$ cat src/rtl/dac_sample_tx.sv
// Saturating sample-to-serial-DAC transmitter: one signed sample in, one MSB-first framed word out.
// First serial bit one cycle after accept; in_ready only in IDLE, so each sample holds off the next for a full frame plus gap.
module dac_sample_tx #(
  parameter int no_bits  = 32,
  parameter int dac_bits = 16,
  parameter int clk_div  = 4
) (
  input  logic                      CLK,
  input  logic                      reset,
  input  logic signed [no_bits-1:0] in,
  input  logic                      in_valid,
  output logic                      in_ready,
  input  logic                      sat_clr,
  output logic                      dac_sclk,
  output logic                      dac_sdata,
  output logic                      dac_sync_n,
  output logic                      busy,
  output logic                      sat
);

  localparam int DW = $clog2(2 * clk_div);
  localparam int BW = $clog2(dac_bits);

  localparam logic [DW-1:0] DIV_LAST = DW'(2 * clk_div - 1);
  localparam logic [DW-1:0] HALF     = DW'(clk_div);
  localparam logic [DW-1:0] GAP_LAST = DW'(clk_div - 1);
  localparam logic [DW-1:0] DIV_ONE  = DW'(1);
  localparam logic [BW-1:0] BIT_LAST = BW'(dac_bits - 1);
  localparam logic [BW-1:0] BIT_ONE  = BW'(1);

  localparam logic signed [no_bits-1:0] MAX_V = {{(no_bits-dac_bits+1){1'b0}}, {(dac_bits-1){1'b1}}};
  localparam logic signed [no_bits-1:0] MIN_V = {{(no_bits-dac_bits+1){1'b1}}, {(dac_bits-1){1'b0}}};

  typedef enum logic [1:0] {IDLE, SHIFT, GAP} state_t;

  state_t              state_q, state_d;
  logic [DW-1:0]       div_q, div_d;
  logic [BW-1:0]       bit_q, bit_d;
  logic [dac_bits-1:0] shreg_q, shreg_d;
  logic                sclk_q, sclk_d;
  logic                sync_n_q, sync_n_d;
  logic                sat_q, sat_d;

  logic                clip_hi, clip_lo;
  logic [dac_bits-1:0] word;

  assign clip_hi = in > MAX_V;
  assign clip_lo = in < MIN_V;

  always_comb begin
    if (clip_hi)      word = {1'b0, {(dac_bits-1){1'b1}}};
    else if (clip_lo) word = {1'b1, {(dac_bits-1){1'b0}}};
    else              word = in[dac_bits-1:0];
  end

  assign in_ready   = (state_q == IDLE) && !reset;
  assign busy       = (state_q != IDLE);
  assign dac_sclk   = sclk_q;
  assign dac_sync_n = sync_n_q;
  assign dac_sdata  = shreg_q[dac_bits-1];
  assign sat        = sat_q;

  always_comb begin
    state_d  = state_q;
    div_d    = div_q;
    bit_d    = bit_q;
    shreg_d  = shreg_q;
    sclk_d   = sclk_q;
    sync_n_d = sync_n_q;
    sat_d    = sat_q;
    if (sat_clr) sat_d = 1'b0;
    case (state_q)
      IDLE: begin
        if (in_valid) begin
          state_d  = SHIFT;
          div_d    = '0;
          bit_d    = '0;
          shreg_d  = word;
          sclk_d   = 1'b1;
          sync_n_d = 1'b0;
          // a clipped accept overrides a same-cycle clear
          if (clip_hi || clip_lo) sat_d = 1'b1;
        end
      end
      SHIFT: begin
        if (div_q == DIV_LAST) begin
          div_d = '0;
          if (bit_q == BIT_LAST) begin
            state_d  = GAP;
            shreg_d  = '0;
            sclk_d   = 1'b0;
            sync_n_d = 1'b1;
          end else begin
            bit_d   = bit_q + BIT_ONE;
            shreg_d = {shreg_q[dac_bits-2:0], 1'b0};
            sclk_d  = 1'b1;
          end
        end else begin
          div_d  = div_q + DIV_ONE;
          sclk_d = (div_q + DIV_ONE) < HALF;
        end
      end
      GAP: begin
        if (div_q == GAP_LAST) state_d = IDLE;
        else                   div_d   = div_q + DIV_ONE;
      end
      default: state_d = IDLE;
    endcase
  end

  always_ff @(posedge CLK) begin
    if (reset) begin
      state_q  <= IDLE;
      div_q    <= '0;
      bit_q    <= '0;
      shreg_q  <= '0;
      sclk_q   <= 1'b0;
      sync_n_q <= 1'b1;
      sat_q    <= 1'b0;
    end else begin
      state_q  <= state_d;
      div_q    <= div_d;
      bit_q    <= bit_d;
      shreg_q  <= shreg_d;
      sclk_q   <= sclk_d;
      sync_n_q <= sync_n_d;
      sat_q    <= sat_d;
    end
  end

endmodule

$ cat config.mk
export PLATFORM = sky130hd
export DESIGN_NAME = dac_sample_tx
export DESIGN_NICKNAME = d
export VERILOG_FILES = /design/src/rtl/dac_sample_tx.sv
export SDC_FILE = /design/constraint.sdc
export NUM_CORES = 1
export LEC_CHECK = 0
export ABC_AREA = 1
export BUFFER_PORTS_ARGS = -buffer_cell sky130_fd_sc_hd__buf_4
export CORE_MARGIN = 8
export CORE_UTILIZATION = 55
export DETAILED_ROUTE_END_ITERATION = 6
export PLACE_DENSITY = 0.82
export SLEW_MARGIN = 5
export SYNTH_ARGS = -nofsm -noshare
export SYNTH_HDL_FRONTEND = slang
export SYNTH_SLANG_ARGS = --single-unit
$ cat constraint.sdc
create_clock -name CLK -period 2.4 [get_ports CLK]
set_clock_uncertainty 0.1 [all_clocks]
set_input_delay 0.6 -clock CLK [delete_from_list [all_inputs] [get_ports CLK]]
set_output_delay 0.6 -clock CLK [all_outputs]
set_load 0.03 [all_outputs]
# ---- Yosys cells after proc, flatten, opt, wreduce, memory -nomap -nowiden
# Cells that the tools add are included.
dict set report classes {
  n_reduce_logical 13
  eq_ne 11
  mux 31
  magnitude_cmp 3
  addsub 2
}
# op count
set op_table {}
lappend op_table {{$mux W16} 5}
lappend op_table {{$gt A32 B16 Y1 const B} 1}
lappend op_table {{$lt A32 B16 Y1 const B} 1}
lappend op_table {{$pmux W16 S2} 1}
lappend op_table {{$mux W4} 3}
lappend op_table {{$ne A2 B2 Y1 const B} 6}
lappend op_table {{$reduce_and A4 Y1} 3}
lappend op_table {{$mux W1} 10}
lappend op_table {{$mux W3} 3}
lappend op_table {{$pmux W3 S3} 1}
lappend op_table {{$mux W2} 4}
lappend op_table {{$pmux W4 S2} 1}
lappend op_table {{$pmux W2 S3} 1}
lappend op_table {{$reduce_and A3 Y1} 2}
lappend op_table {{$add A4 B1 Y4 const B} 1}
lappend op_table {{$eq A4 B4 Y1 const B} 1}
lappend op_table {{$pmux W1 S2} 2}
lappend op_table {{$reduce_bool A2 Y1} 2}
lappend op_table {{$add A3 B1 Y3 const B} 1}
lappend op_table {{$eq A3 B2 Y1 const B} 1}
lappend op_table {{$eq A3 B3 Y1 const B} 1}
lappend op_table {{$lt A3 B3 Y1 const B} 1}
lappend op_table {{$reduce_bool A3 Y1} 1}
lappend op_table {{$eq A2 B1 Y1 const B} 1}
lappend op_table {{other kinds (6)} 6}
dict set report word_totals {
  register_bits 28
  inputBits 36
  output_inout_bits 6
  word_cells 67
}

# ---- Logic depth before layout (Yosys ltp)
# Gate-level depths: netlist of the first run.
dict set report depth {
  ltp_word 5
  ltp_mapped 12
  mapped_depth_nobuf 11
}

# ---- Worst setup path before layout of the first run
# Ideal clock, no wire load.
dict set report synth_path {
  kind {input -> output}
  from {in reset}
  to {out in_ready}
  path_stages 2
  slack_ns 0.415
  path_buffers 1
  t_arrival_ns 1.285
  required_ns 1.700
  path_cell_list {buf_1 > nor2_1}
}
dict set report synth_between {
  elab_chain_len 2
}
# item line
set synth_rtl {}
lappend synth_rtl {{start, declared} 9} ;# input logic reset,
lappend synth_rtl {{$logic_not A1 Y1} 56} ;# assign in_ready = (state_q == IDLE) && !reset;
lappend synth_rtl {{$logic_and A1 B1 Y1} 56}
lappend synth_rtl {{end, declared} 12} ;# output logic in_ready,
# No other way between the ends.

# ---- Final worst setup path of the first run
dict set report layout_path {
  from {reg state_q[0]}
  to {out in_ready}
}
dict set report layout_between {
  elab_chain_len 2
}
# item line
set layout_rtl {}
lappend layout_rtl {{start, declared} 36} ;# state_t state_q, state_d;
lappend layout_rtl {{start signal, assigned} 121} ;# state_q <= state_d;
lappend layout_rtl {{$logic_not A2 Y1} 56}
lappend layout_rtl {{$logic_and A1 B1 Y1} 56}
# No other way between the ends.

==> metrics.txt, run 1 <==
DR vias=1,560; DRC Markers=0; complex-gate fraction of the synthesized area=0.169; Area Growth Syn to Fin=19.0%; site row count=20; PD cells=931 mW/mm²; RSZ-0062 raised after global routing=no; die footprint=0.00509 mm²; post-CTS sizing=0; Psw=842 µW; GP Congestion=0.811; first-pass GRT wire length=6200 µm; synth top area cells=dfxtp_1 33%, nand2_1 14%, ha_1 6.7%, nor2_1 5.8%, a21oi_1 5.3%; Slew @ Worst Pin=0.506 ns; Synth Instances=239; Fmax=481 MHz; crit-path max FO=4; Max Cap Viol=0; setup TNS=0 ns; initial antenna violation count=0; DR WL/cell=11.8 µm; status=complete, no violations; Worst Path Required=1.70 ns; Hold WC Path Type=flop to flop; DIE WIDTH=71.4 µm; nets=324; TritonCTS Buffers=3; largest family of logic cells by synthesized area=simple AND/OR/NAND/NOR gates; final setup fails=0; Synth Area in Adders=0.0668; Flop pwr share=0.369; Logic pwr share=0.533; cts hold-fix bufs=0; First-pass DRT Iterations=4; critical path type=flop to output port; Root Driver=clkbuf_4; setup bufs post-CTS=0; Top Ports=42; post-synthesis simple-gate area fraction=0.324; Yosys cell types=35; Max IR drop VDD=0.000638 V; fillers=277; post-synth top area share=0.333; Pint=1020 µW; GRT Overall Usage=0.144; Critical Path Start Type=flop; mapped cell area=0.00169 mm²; Syn Area/Cell=7.05 µm²; htree depth=1; Lkg Pwr=0.000940 µW; vias in the first global route=1,480; Rel. slew slack=0.662; grt total ovfl=0; Die Y=71.4 µm; CTS tree=done; max-slew violations=0; critical path arrival=1.38 ns; layout cells sized above 1=0.264; fin crit share=0.866; HPWL Detailed=2820 µm; Synth Register Bits=28; most frequent cells in the layout=65 x nand2_1, 41 x buf_4, 28 x dfxtp_1, 26 x nor2_1, 22 x inv_1; initial DRC count=109; n_diodes=0; Antenna Nets Post-Route=0; largest net degree at the start of global routing=23; Clk pin slew, worst setup/hold paths=0.13 ns; Yosys Warn Count=0; initial core utilization=0.566; clk_lat worst skew=0.31 ns; Non-Filler Instances=310; CTS Buffer Depth=2; Cells after DPL=307; mux contribution to synthesized area=0; CP Capture Type=output port; core box area=0.00298 mm²; most common cell after layout, fill and taps aside=nand2_1; sequential cell area fraction in the yosys report=0.333; Post-Synth XOR/XNOR Area=0.0104; routed wire length=3660 µm; vias per cell=5.03; Sw Share=0.451; final hold vios=0; port bufs=41; clock power share=0.098; post-synth top area cell=dfxtp_1; syn nets=284; post-layout min period=2.08 ns; clk sinks=28
==> through the flow <==
step	utilization	cell area [µm²]	setup WS [ns]	total power, µW	hold WS (ns)
2_1_floorplan	-	1690	0.415	1500	0.343
3_3_place_gp	0.666	1980	0.451	1660	0.354
6_report	0.674	2010	0.322	1870	0.384
3_5_place_dp	0.666	1980	0.415	1690	0.368
4_1_cts	0.674	2010	0.306	1880	0.388
5_1_grt	0.674	2010	0.205	2020	0.400
==> cell type report <==
class	instances	area (µm²)	share of cell area
tap	33	41.3	0.0206
clock buffer	3	22.5	0.0112
inverter	28	113	0.0561
sequential	28	561	0.279
timing repair buffer	41	308	0.153
multi-input combinational	177	961	0.479
==> cells in the mapped netlist <==
cell / count
nand4_1: 1
nand2_2: 5
a31oi_1: 2
nand2_1: 65
clkbuf_1: 1
nand3b_1: 1
buf_1: 1
buf_12: 1
nor2_1: 26
inv_8: 1
a21oi_1: 18
buf_4: 1
buf_6: 1
inv_2: 5
nand3_2: 4
a211oi_2: 1
o311ai_1: 1
o21ai_0: 10
nor2_2: 2
o21ai_2: 1
dfxtp_1: 28
o21bai_1: 1
nor2_8: 1
a21oi_2: 7
inv_1: 22
o21ai_1: 2
nand2_4: 1
a211oi_1: 2
nand3_1: 12
buf_2: 1
nor3_1: 1
a22oi_1: 1
xor2_1: 2
ha_1: 9
nor2_4: 1
==> kinds of logic (layout without fill, tap and decap cells) <==
| group | Yosys count | count (layout) |
|---|---|---|
| buf+inv | 34 | 72 |
| fa+ha+maj | 9 | 9 |
| compound gates | 46 | 46 |
| xor+xnor | 2 | 2 |
| flops | 28 | 28 |
| simple gates | 120 | 120 |
==> worst max-delay path, cell delays in order, from the launching register on <==
cell and delay, ns:
dfxtp_1 0.35, inv_1 0.13, ha_1 0.25, inv_1 0.07, nor2_1 0.09, buf_4 0.16
==> final timing paths <==
check,from,to,slack (ns),cells past startpoint
worst max-delay path,state_q[0],in_ready,0.32,5
worst min-delay path,sat,sat,0.38,2
worst max register to register,state_q[0],shreg_q[0],0.41,8
worst min register to register,sat,sat,0.38,2
==> per-layer routing <==
layer  wire length (µm)  GRT usage
met1               1660      0.165
met2               1760      0.256
met3                199     0.0446
met4                 42     0.0277
met5                  0          0
==> power groups by stage <==
stage / Combinational [µW] / Clock (µW) / Sequential [µW]
final: 995 / 183 / 689
after global placement: 967 / 0 / 696
after CTS: 1000 / 192 / 689
after floorplan: 769 / 0 / 731
after detailed placement: 995 / 0 / 699
after global routing: 1100 / 214 / 707
==> registers in the layout, indices dropped and copies added (netlist names) <==
register and cells:
dac_sclk 1, dac_sync_n 1, sat 1, state_q 2, shreg_q 16, bit_q 4
div_q 3
Power figures use the tool's default switching activity.
==> run 2, diff against run 1 <==
--- a/config.mk
+++ b/config.mk
@@ -6,11 +6,11 @@
 export NUM_CORES = 1
 export LEC_CHECK = 0
 export ABC_AREA = 1
-export BUFFER_PORTS_ARGS = -buffer_cell sky130_fd_sc_hd__buf_4
 export CORE_MARGIN = 8
 export CORE_UTILIZATION = 55
 export DETAILED_ROUTE_END_ITERATION = 6
-export PLACE_DENSITY = 0.82
+export DONT_BUFFER_PORTS = 1
+export PLACE_DENSITY = 0.7
 export SLEW_MARGIN = 5
 export SYNTH_ARGS = -nofsm -noshare
 export SYNTH_HDL_FRONTEND = slang
==> run 2 against run 1 <==
Net effect: final area is 15% lower; count of clock-buffer cells in the layout unchanged; first-iteration DRC count fell by 6.4%; total power decreased by 5.6%; routed wire length is 8.7% lower; critical path depth unchanged; fmax is 7.9% lower; via count fell by 9.8%; flip-flop and latch count unchanged; global-route usage fell by 1.0 points.
==> metrics.txt, run 2 (same netlist as run 1, synthesis figures left out) <==
status=complete, no violations; critical path type=flop to output port; Clk pin slew, worst setup/hold paths=0.14 ns; CTS tree=done; Cells after DPL=267; GRT Overall Usage=0.134; Fmax=443 MHz; site row count=20; TritonCTS Buffers=3; Hold WC Path Type=input pin to flop; CP Capture Type=output port; CTS Buffer Depth=2; Worst Path Required=1.70 ns; vias per cell=5.21; CP max stage delay=0.38 ns; Largest regs=shreg_q (16), bit_q (4), div_q (3); CP Cell Sequence=inv_1 > ha_1 > inv_1 > nor2_1 > buf_4; clk_lat worst skew=0.32 ns; grt total ovfl=0; minimum setup slack among reg-to-reg paths=0.46 ns; layout cells sized above 1=0.139; GRT met3 Usage=0.0600; grt peak-use layer=met2; HPWL Detailed=2550 µm; RSZ-0062 raised after global routing=no; routed wire length=3340 µm; Die Y=71.4 µm; DIE WIDTH=71.4 µm; crit-path max FO=4; First-pass DRT Iterations=4; GP Congestion=0.764; Setup crit end=in_ready; Largest register FFs=16; GR Util met2=0.218; post-CTS sizing=0; port bufs=0; post-layout min period=2.26 ns; DRC Markers=0; Rel. slew slack=0.672; vias in the first global route=1,300; initial antenna violation count=0; die footprint=0.00509 mm²; GR Util met1=0.158; fin crit share=0.941; DR vias=1,407; Slew @ Worst Pin=0.491 ns; worst hold slack=0.224 ns; final setup fails=0; worst r2r src=state_q[0]; reg2reg end=shreg_q[8]; Power Total=1760 µW; setup TNS=0 ns; first-pass GRT wire length=5700 µm; register area=561 µm²; DR WL/cell=12.4 µm; Max Cap Viol=0; Antenna Nets Post-Route=0; cts hold-fix bufs=0; reg2reg path depth=8; critical path arrival=1.56 ns; Max IR drop VDD=0.000565 V; n_diodes=0; fillers=296; most frequent cells in the layout=65 x nand2_1, 28 x dfxtp_1, 26 x nor2_1, 22 x inv_1, 18 x a21oi_1; initial core utilization=0.566; htree depth=1; core box area=0.00298 mm²; Worst path slowest cell=dfxtp_1; max-slew violations=0; Root Driver=clkbuf_4; setup bufs post-CTS=0; most used cell, CP=inv_1; Area Growth Syn to Fin=1.19%; Top Ports=42; multi-input logic area=961 µm²; Largest Register=shreg_q; most common cell after layout, fill and taps aside=nand2_1; clk sinks=28; Critical path origin=state_q[0]; initial DRC count=102; nets=284; PD cells=1030 mW/mm²; Non-Filler Instances=270; Critical Path Start Type=flop; largest net degree at the start of global routing=23; Lkg Pwr=0.000747 µW; final hold vios=0
run 2: power by group:
part	leakage, µW	switching, µW	internal, µW	total (µW)
clock	0.0000138	132	58.9	191
combinational	0.000503	546	284	830
sequential	0.000230	135	606	741
run 2: worst min-delay path by stage:
stage	depth (start not counted)	start	slack (ns)	to
floorplan	2	shreg_q[0]	0.34	shreg_q[0]
CTS	1	reset	0.20	shreg_q[9]
finish	1	reset	0.22	shreg_q[10]
global placement	2	shreg_q[0]	0.36	shreg_q[0]
detailed placement	2	shreg_q[0]	0.35	shreg_q[0]
global route	1	reset	0.19	shreg_q[11]
run 2: metal layers:
| metal | part of all wire | vias to the layer above |
|---|---|---|
| met1 | 0.45 | 606 |
| met2 | 0.45 | 37 |
| met3 | 0.095 | 2 |
| li1 | - | 762 |
| met5 | 0 | - |
| met4 | 0.0057 | 0 |
run 2: final cells by class:
type,instances,share of cell area
Sequential cell,28,0.329
Timing Repair Buffer,1,0.00440
Clock buffer,3,0.0132
Inverter,28,0.0660
Multi-Input combinational cell,177,0.563
Tap cell,33,0.0242
run 2: through the flow:
step | cell area, µm² | setup WS (ns) | utilization
3_3_place_gp | 1680 | 0.490 | 0.565
5_1_grt | 1710 | 0.0253 | 0.573
6_report | 1710 | 0.143 | 0.573
3_5_place_dp | 1680 | 0.449 | 0.565
2_1_floorplan | 1690 | 0.415 | -
4_1_cts | 1710 | 0.130 | 0.573
run 2: worst max-delay path, delay by kind of cell, from the launching register on:
kind                     cells  cell delay, ns
buffers and inverters        3            0.52
flip-flops                   1            0.38
adder cells (fa/ha/maj)      1            0.26
AND/OR/NAND/NOR              1            0.07
==> run 3, diff against run 2 <==
--- a/config.mk
+++ b/config.mk
@@ -5,12 +5,13 @@
 export SDC_FILE = /design/constraint.sdc
 export NUM_CORES = 1
 export LEC_CHECK = 0
-export ABC_AREA = 1
+export CELL_PAD_IN_SITES_DETAIL_PLACEMENT = 1
+export CELL_PAD_IN_SITES_GLOBAL_PLACEMENT = 2
 export CORE_MARGIN = 8
-export CORE_UTILIZATION = 55
+export CORE_UTILIZATION = 38
 export DETAILED_ROUTE_END_ITERATION = 6
 export DONT_BUFFER_PORTS = 1
-export PLACE_DENSITY = 0.7
+export PLACE_DENSITY_LB_ADDON = 0.1
 export SLEW_MARGIN = 5
 export SYNTH_ARGS = -nofsm -noshare
 export SYNTH_HDL_FRONTEND = slang
==> run 3 against run 2 <==
Net effect: largest cell class unchanged; critical endpoint is now bit_q[3]; sequential power down 17%; first-iteration DRC count shrank 9.8%; via count increased by 1.6%.
==> metrics.txt, run 3 <==
status=complete, no violations; Sw Share=0.350; worst r2r src=state_q[1]; Critical path origin=state_q[1]; fin crit share=0.890; Primary FF master, synth=dfxtp_1; first-pass GRT wire length=7090 µm; post-synth top area cell=dfxtp_1; sequential cell area fraction in the yosys report=0.365; Logic pwr share=0.324; Synth Area in Adders=0.0732; post-synthesis simple-gate area fraction=0.230; First-pass DRT Iterations=4; Top Ports=42; Slew @ Worst Pin=0.654 ns; n_diodes=0; Antenna Nets Post-Route=0; clk_lat worst skew=0.28 ns; mapped cell area=0.00154 mm²; post-synth top area share=0.365; Worst Path Required=2.52 ns; count leader, synth=dfxtp_1; complex-gate fraction of the synthesized area=0.268; vias in the first global route=1,483; number of synthesized flops with an enable pin=0; Post-synth top cells=28 x dfxtp_1, 14 x a31oi_1, 13 x a22oi_1, 13 x nand3_1, 10 x nor2_1; Critical Path Start Type=flop; critical path type=flop to flop; cts hold-fix bufs=0; crit-path max FO=5; most frequent cells in the layout=28 x dfxtp_1, 14 x a31oi_1, 13 x nand3_1, 13 x a22oi_1; Hold WC Path Type=input pin to flop; fillers=473; Largest register FFs=16; placed inst area=0.00162 mm²; Die Y=79.6 µm; Setup crit end=bit_q[3]; Flop pwr share=0.418; DR vias=1,430; minimum setup slack among reg-to-reg paths=0.26 ns; Syn Area/Cell=8.64 µm²; WHS Path Cells=1; die footprint=0.00634 mm²; nets=226; Largest regs=shreg_q (16), bit_q (4), div_q (3); RSZ-0062 raised after global routing=no; Pint=958 µW; clock power share=0.258; largest net degree at the start of global routing=30; HPWL Detailed=3310 µm; CP Capture Type=flop; DRC Markers=0; Rel. slew slack=0.558; critical path arrival=2.25 ns; core box area=0.00394 mm²; final hold vios=0; TritonCTS Buffers=3; syn nets=223; dpl ws=0.281 ns; Area Growth Syn to Fin=9.93%; Fmax=468 MHz; Synth Register Bits=28; reg2reg end=bit_q[3]; clk sinks=28; port bufs=0; vias per cell=6.22; DR WL/cell=18.6 µm; max-slew violations=0; Yosys Warn Count=0; grt total ovfl=0; Synth Instances=178; largest family of logic cells by synthesized area=compound AO/OA/AOI/OAI gates; Root Driver=clkbuf_8; initial DRC count=92; PD cells=872 mW/mm²; CTS tree=done; CTS Buffer Depth=2; Yosys cell types=38; PnR worst setup slack=0.263 ns; htree depth=1; GP Congestion=0.745; initial antenna violation count=0; site row count=23; mux contribution to synthesized area=0.0130; post-CTS sizing=0; Post-Synth XOR/XNOR Area=0; final instance area=0.00169 mm²; Clk pin slew, worst setup/hold paths=0.10 ns; setup TNS=0 ns; routed wire length=4270 µm; final setup fails=0; setup bufs post-CTS=0; DIE WIDTH=79.6 µm; share of flip-flops with an asynchronous set or reset=0; synth top area cells=dfxtp_1 36%, ha_1 7.3%, a22oi_1 6.3%, a31oi_1 5.7%, nand3_1 4.2%; most common cell after layout, fill and taps aside=dfxtp_1; reg2reg path depth=6; Max Cap Viol=0; Max IR drop VDD=0.000366 V; GRT Overall Usage=0.137; Largest Register=shreg_q; layout cells sized above 1=0.106; initial core utilization=0.390; post-layout min period=2.14 ns; Psw=516 µW; Lkg Pwr=0.000597 µW
[run 3: changes by cell type in the layout (fill, tap and decap cells not counted), moves of 5 or more]
| cell | before | now |
|---|---|---|
| inv_2 | 5 | 0 |
| nand4_1 | 1 | 6 |
| or3_1 | 0 | 5 |
| nand2_1 | 65 | 9 |
| a21oi_2 | 7 | 0 |
| a31oi_1 | 2 | 14 |
| nor4_1 | 0 | 5 |
| o21ai_0 | 10 | 3 |
| buf_4 | 1 | 10 |
| a21oi_1 | 18 | 9 |
| inv_1 | 22 | 6 |
| nor2_1 | 26 | 10 |
| a22oi_1 | 1 | 13 |
| nand2_2 | 5 | 0 |
[run 3: metrics by stage]
stage	utilization	power [µW]	std cells	hold WS [ns]
after floorplan	-	971	178	0.332
after global placement	0.411	1080	226	0.337
after detailed placement	0.411	1110	226	0.350
after CTS	0.429	1490	230	0.264
after global routing	0.429	1560	230	0.266
final	0.429	1470	230	0.275
[run 3: how the worst min path moves through the flow]
stage | start | end
final | reset | sat
after CTS | reset | sat
after floorplan | shreg_q[0] | shreg_q[0]
after global placement | shreg_q[0] | shreg_q[0]
after global routing | reset | shreg_q[9]
after detailed placement | shreg_q[0] | shreg_q[0]
[run 3: power by group through the flow]
stage | registers, µW | clock network (µW) | logic [µW]
finish | 616 | 381 | 477
global route | 623 | 405 | 532
CTS | 616 | 392 | 483
detailed placement | 626 | 0 | 481
global placement | 622 | 0 | 457
floorplan | 607 | 0 | 364
[run 3: cells by family after synthesis]
family / after synthesis
simple gates: 63
fa+ha+maj: 9
buf+inv: 18
mux: 2
compound gates: 58
flops: 28
[run 3: cell type report]
cell class / count / area (µm²) / area share
Timing Repair Buffer: 10 / 75.1 / 0.0444
Multi-Input combinational cell: 132 / 898 / 0.531
Clock inverter: 1 / 30.0 / 0.0178
Inverter: 6 / 22.5 / 0.0133
Sequential cell: 28 / 561 / 0.332
Tap cell: 50 / 62.6 / 0.0370
Clock buffer: 3 / 41.3 / 0.0244
[run 3: layer usage]
| layer | vias to the layer above | routed length, µm | track usage |
|---|---|---|---|
| met1 | 713 | 1790 | 0.151 |
| met4 | 0 | 25 | 0.0389 |
| met5 | - | 0 | 0 |
| met3 | 2 | 177 | 0.0315 |
| met2 | 20 | 2280 | 0.254 |
| li1 | 695 | - | - |
[run 3: critical path: stages, from the launching register on]
cell and delay [ns]:
dfxtp_1 0.40, inv_1 0.10, ha_1 0.24, nor2b_1 0.18, or4b_4 0.55, or3_1 0.36
a21oi_1 0.14
